### src/rtl/led_flow_pkg.sv
// Shared types and constants for the 8-LED flowing-light controller.
package led_flow_pkg;

  typedef enum logic [1:0] {
    MODE_LEFT   = 2'd0,
    MODE_RIGHT  = 2'd1,
    MODE_BOUNCE = 2'd2,
    MODE_FILL   = 2'd3
  } mode_t;

  typedef logic [1:0] speed_t;

  typedef enum logic {
    DIR_UP   = 1'b0,
    DIR_DOWN = 1'b1
  } dir_t;

  localparam logic [7:0] LED_FIRST = 8'h01;
  localparam logic [7:0] LED_LAST  = 8'h80;
  localparam logic [7:0] LED_FULL  = 8'hFF;

  // Pattern loaded whenever a mode is entered.
  function automatic logic [7:0] start_pattern(input mode_t m);
    return (m == MODE_RIGHT) ? LED_LAST : LED_FIRST;
  endfunction

endpackage

### src/rtl/led_flow_prescaler.sv
// Step-rate prescaler: wraps at a speed-dependent terminal count and strobes tick.
module led_flow_prescaler
  import led_flow_pkg::*;
#(
  parameter int CNT_W = 24
) (
  input  logic       clk,
  input  logic       rstn,
  input  logic [1:0] speed,
  input  logic       clear,
  input  logic       freeze,
  output logic       tick
);

  logic [CNT_W-1:0] count;
  logic [CNT_W-1:0] term;

  // Each speed level divides the step period by four.
  assign term = {CNT_W{1'b1}} >> {speed, 1'b0};
  assign tick = (count == term) && !freeze;

  // NOTE: sequential state uses non-blocking assignments so every flop samples pre-edge values.
  always_ff @(posedge clk or negedge rstn) begin
    if (!rstn) begin
      count <= '0;
    end else if (clear) begin
      count <= '0;
    end else if (!freeze) begin
      count <= tick ? '0 : count + CNT_W'(1);
    end
  end

endmodule

### src/rtl/led_flow_ctrl.sv
// Flowing-light sequencer: button edge detect, mode/speed selection and LED pattern FSM.
// Optional pause button enabled by defining LED_FLOW_PAUSE_EN.
module led_flow_ctrl
  import led_flow_pkg::*;
#(
  parameter int CNT_W = 24,
  parameter int LED_N = 8
) (
  input  logic             clk,
  input  logic             rstn,
  input  logic             btn_mode,
  input  logic             btn_speed,
  input  logic             btn_pause,
  output logic [LED_N-1:0] led,
  output logic [1:0]       mode,
  output logic [1:0]       speed,
  output logic             tick,
  output logic             paused
);

  logic             btn_mode_q, btn_speed_q;
  logic             rise_mode, rise_speed;
  logic             clear, step, paused_q;
  mode_t            mode_q, mode_d;
  speed_t           speed_q, speed_d;
  dir_t             dir_q, dir_d;
  logic [LED_N-1:0] led_q, led_d;

  assign rise_mode  = btn_mode & ~btn_mode_q;
  assign rise_speed = btn_speed & ~btn_speed_q;
  assign clear      = rise_mode | rise_speed;
  // A mode or speed event always wins over a coincident tick.
  assign step       = tick & ~clear;

  led_flow_prescaler #(.CNT_W(CNT_W)) u_prescaler (
    .clk    (clk),
    .rstn   (rstn),
    .speed  (speed_q),
    .clear  (clear),
    .freeze (paused_q),
    .tick   (tick)
  );

`ifdef LED_FLOW_PAUSE_EN
  logic btn_pause_q;

  always_ff @(posedge clk or negedge rstn) begin
    if (!rstn) begin
      btn_pause_q <= 1'b0;
      paused_q    <= 1'b0;
    end else begin
      btn_pause_q <= btn_pause;
      if (btn_pause & ~btn_pause_q) paused_q <= ~paused_q;
    end
  end
`else
  logic unused_btn_pause;
  assign unused_btn_pause = btn_pause;
  assign paused_q         = 1'b0;
`endif

  // NOTE: the reset branch is asynchronous, so outputs return to idle without waiting for a clock.
  always_ff @(posedge clk or negedge rstn) begin
    if (!rstn) begin
      btn_mode_q  <= 1'b0;
      btn_speed_q <= 1'b0;
      mode_q      <= MODE_LEFT;
      speed_q     <= '0;
      dir_q       <= DIR_UP;
      led_q       <= LED_FIRST;
    end else begin
      btn_mode_q  <= btn_mode;
      btn_speed_q <= btn_speed;
      mode_q      <= mode_d;
      speed_q     <= speed_d;
      dir_q       <= dir_d;
      led_q       <= led_d;
    end
  end

  // NOTE: every signal gets a default first so no path through this block infers a latch.
  always_comb begin
    mode_d  = mode_q;
    speed_d = speed_q;
    dir_d   = dir_q;
    led_d   = led_q;

    if (rise_speed) speed_d = speed_q + 2'd1;

    if (rise_mode) begin
      mode_d = mode_t'(mode_q + 2'd1);
      dir_d  = DIR_UP;
      led_d  = start_pattern(mode_d);
    end else if (step) begin
      unique case (mode_q)
        MODE_LEFT:  led_d = (led_q == LED_LAST)  ? LED_FIRST : {led_q[LED_N-2:0], 1'b0};
        MODE_RIGHT: led_d = (led_q == LED_FIRST) ? LED_LAST  : {1'b0, led_q[LED_N-1:1]};
        MODE_BOUNCE: begin
          if (dir_q == DIR_UP) begin
            led_d = {led_q[LED_N-2:0], 1'b0};
            if (led_d == LED_LAST) dir_d = DIR_DOWN;
          end else begin
            led_d = {1'b0, led_q[LED_N-1:1]};
            if (led_d == LED_FIRST) dir_d = DIR_UP;
          end
        end
        MODE_FILL:  led_d = (led_q == LED_FULL) ? LED_FIRST : {led_q[LED_N-2:0], 1'b1};
        default:    led_d = led_q;
      endcase
    end
  end

  assign led    = led_q;
  assign mode   = mode_q;
  assign speed  = speed_q;
  assign paused = paused_q;

endmodule

### config.mk
export PLATFORM = sky130hd
export DESIGN_NAME = led_flow_ctrl
export DESIGN_NICKNAME = d
export VERILOG_FILES = /design/src/rtl/led_flow_pkg.sv /design/src/rtl/led_flow_prescaler.sv /design/src/rtl/led_flow_ctrl.sv
export SDC_FILE = /design/constraint.sdc
export NUM_CORES = 1
export LEC_CHECK = 0
export ABC_AREA = 1
export CORE_MARGIN = 5
export CORE_UTILIZATION = 53
export DETAILED_ROUTE_END_ITERATION = 12
export PLACE_DENSITY_LB_ADDON = 0.25
export SKIP_CTS_REPAIR_TIMING = 1
export SYNTH_ARGS = -nofsm -noshare
export SYNTH_HDL_FRONTEND = slang
export SYNTH_SLANG_ARGS = --single-unit
### constraint.sdc
create_clock -name clk -period 1.7 [get_ports clk]
set_input_delay 0.425 -clock clk [delete_from_list [all_inputs] [get_ports clk]]
set_output_delay 0.425 -clock clk [all_outputs]
set_load 0.1 [all_outputs]
==> qor.txt <==
========================================================================================
Top-count cell post-synth                                                        nand2_1
First-pass detailed-route iteration total                                              5
Top cells by instance count after synthesis                                 nand2_1, dfrtp_1, nor2_1, nand3_1, inv_1
Max VDD drop                                                                      899 uV
Violations in the final reports                                             negative setup slack
Leakage power                                                                    1.42 nW
Average size of a mapped cell                                                   7.65 um2
Final setup violation count                                                            6
Final clock period utilization by the worst path                                    128%
Die ar.                                                                      0.00601 mm2
Number of enable-type register cells in the synthesized netlist                        0
Total via count in the routed design                                                2229
Number of buffers inserted during clock tree synthesis                                 5
H-tree depth                                                                           2
Share of cells above drive strength 1                                              30.9%
Number of clock sinks seen by CTS                                                     39
Category of cells accounting for the largest share of critical-path delay     flip-flops
Worst path max stage delay                                                        510 ps
Ys flop type                                                                     dfrtp_1
Worst setup margin                                                               -471 ps
Clock Pin Slew Worst Setup and Hold Paths                                          80 ps
Synth Cell Area                                                              0.00242 mm2
Worst Clk Skew                                                                   8.09 ps
Cell type with the highest aggregate area in the netlist                         dfrtp_1
Crit path from                                                              speed[0]$_DFFE_PN0P_
Placer's final routability congestion estimate                                     0.967
Combined buffer and inverter count along the critical path                             3
Synthesized instance count                                                           316
Fmax                                                                             461 MHz
Capturing element type of the critical path                                  output port
Routed wire length per instance                                                  13.2 um
Setup repair after global routing missed its margin                                 true
Accumulated negative setup slack                                                 -605 ps
Pin count of the biggest net entering global routing                                  40
Critical R2R Capture                                                        dir_q$_DFFE_PN0P_
Clock network latency to the later pin of the worst-skew pair                     300 ps
X dimension of the die                                                           77.6 um
Overall global routing resource usage                                              18.7%
Number of instances in the placed design                                             409
Worst reg2reg path startpoint                                               speed[0]$_DFFE_PN0P_
Worst setup slack for register-to-register paths                                  -50 ps
Net count, final                                                                     380
Clock tree from TritonCTS                                                           done
Y dimension of the die                                                           77.6 um
Antenna Nets Post-Route                                                                0
Worst slack, placed                                                              -173 ps
Starting utilization of the core area                                              55.2%
Number of placement rows                                                              24
Syn Nets                                                                             328
Core Area                                                                    0.00438 mm2
Worst-path cell chain                                                       inv_4, ha_4, nand3_1, nand2_1, nand2_1, nor2_2, nand2_2, clkinvlp_4, buf_12
Antenna diode count                                                                    0
Synth unique cells                                                                    33
Sequential element share of the synthesized area                                   40.4%
Top cell by count, worst path                                                    nand2_1
Total detailed-routing wirelength                                                5.58 mm
Final-report max-slew violation count                                                  0
Buffer levels on the longest clock path                                                2
Max Cap Viol                                                                           0
Element type at the critical path start                                        flip-flop
IO buf count                                                                          16
Class of the most critical hold timing path                                 input port to async pin
Synth-to-Final Area Change                                                         34.5%
# IOs                                                                                 19
DPL Wire Length                                                                  3.98 mm
Top cells by area in the synthesized netlist                                dfrtp_1, nand2_1, nand3_1
Gr ovfl total                                                                          0
Number of DRC markers after the initial detailed-route iteration                     177
Highest-delay cell along the critical path                                       dfrtp_4
Top-area cell type share of the netlist area                                       39.3%
Number of antenna violations at the first check in global routing                      0
Total number of yosys warnings                                                         0
Depth of the worst register-to-register path                                          12
Power Density                                                                1090 mW/mm2
Ratio of routed vias to standard cells                                              5.29
Final hold slack                                                                 77.9 ps
Layout Cells excl Fill                                                               421
Proportion of synthesized flip-flops having asynchronous set or reset               100%
Type of the worst setup path                                                flip-flop to output port
Flop and latch count out of synthesis                                                 39
Maximum fanout along the worst path                                                    3
Final count of hold timing violations                                                  0
Vias in the first global route                                                      2163
First-pass GRT wire length                                                       9.32 mm
Clk Tree Root Cell                                                              clkbuf_8
Critical path required time                                                      1270 ps
Result of the run                                                           finished, violations left
Power consumption                                                                3.54 mW
Number of remaining DRC errors                                                         0
Arrival time worst endpoint                                                      1750 ps
Min Tclk post-route                                                              2170 ps
========================================================================================
[metrics by stage]
stage	area (um2)	utilization [%]
after floorplan	2470	-
after global placement	3030	69.1
after CTS	3110	70.9
after global routing	3250	74.2
final	3250	74.2
after detailed placement	3030	69.1
[placed cells by master (no fill, tap or decap), drive strengths merged, types with 6 or more instances in the layout]
cell type,instances
ha,7
inv,32
buf,48
xnor2,6
dfrtp,38
nand3,35
a21oi,11
nor2,47
clkbuf,7
nand2,86
o21ai,15
nor3,12
xor2,11
[routing by layer]
metal	vias to the layer above	track usage (%)	share of wire, %
met4	0	6.87	1.7
met2	73	31.5	48
met3	11	4.40	6.0
met1	1032	23.3	45
li1	1113	-	-
met5	-	0	0
[power by group]
group	internal [mW]	switching (mW)
Sequential	1.05	0.133
Clock	0.288	0.326
Combinational	0.658	1.08
Total	2.00	1.54
[worst max-delay path by stage]
stage / endpoint / slack [ps] / cells after the start
after floorplan: tick / -390 / 9
after global placement: tick / -130 / 7
after detailed placement: tick / -170 / 7
after CTS: tick / -520 / 7
after global routing: tick / -550 / 9
final: tick / -470 / 9
[logic make-up (layout without fill, tap and decap cells)]
kind of cell | count (synthesis) | in the layout | share of synthesized area [%]
AO/OA/AOI/OAI | 28 | 28 | 6.00
XOR/XNOR | 17 | 17 | 6.16
adder cells (fa/ha/maj) | 7 | 7 | 3.62
buffers and inverters | 39 | 91 | 6.62
flip-flops | 39 | 39 | 40.4
other | 1 | 1 | 0.155
AND/OR/NAND/NOR | 185 | 186 | 37.0
[cell type report]
type	instances	area, um2
Clock buffer	7	76.3
Multi-Input combinational cell	239	1400
Clock inverter	1	5.00
Timing Repair Buffer	50	564
Tap cell	52	65.1
Sequential cell	39	1000
Fill cell	328	1130
Inverter	33	138
[flip-flops by register name (all words and copies together), names as in the netlist]
register / count
u_prescaler.count: 24
led: 8
mode: 2
speed: 2
btn_mode_q: 1
btn_speed_q: 1
dir_q: 1
[worst reg2reg max path, cell delays in order (launching register included)]
cell and delay (ps):
dfrtp_4 510, inv_4 80, ha_4 140, nand3_1 70, nand2_1 60, nand2_1 60
nor2_2 170, buf_4 150, nand3_4 130, nand2_8 140, nand2_2 50, nand2_1 50
nand2_1 50
(Power assumes the default switching activity.)
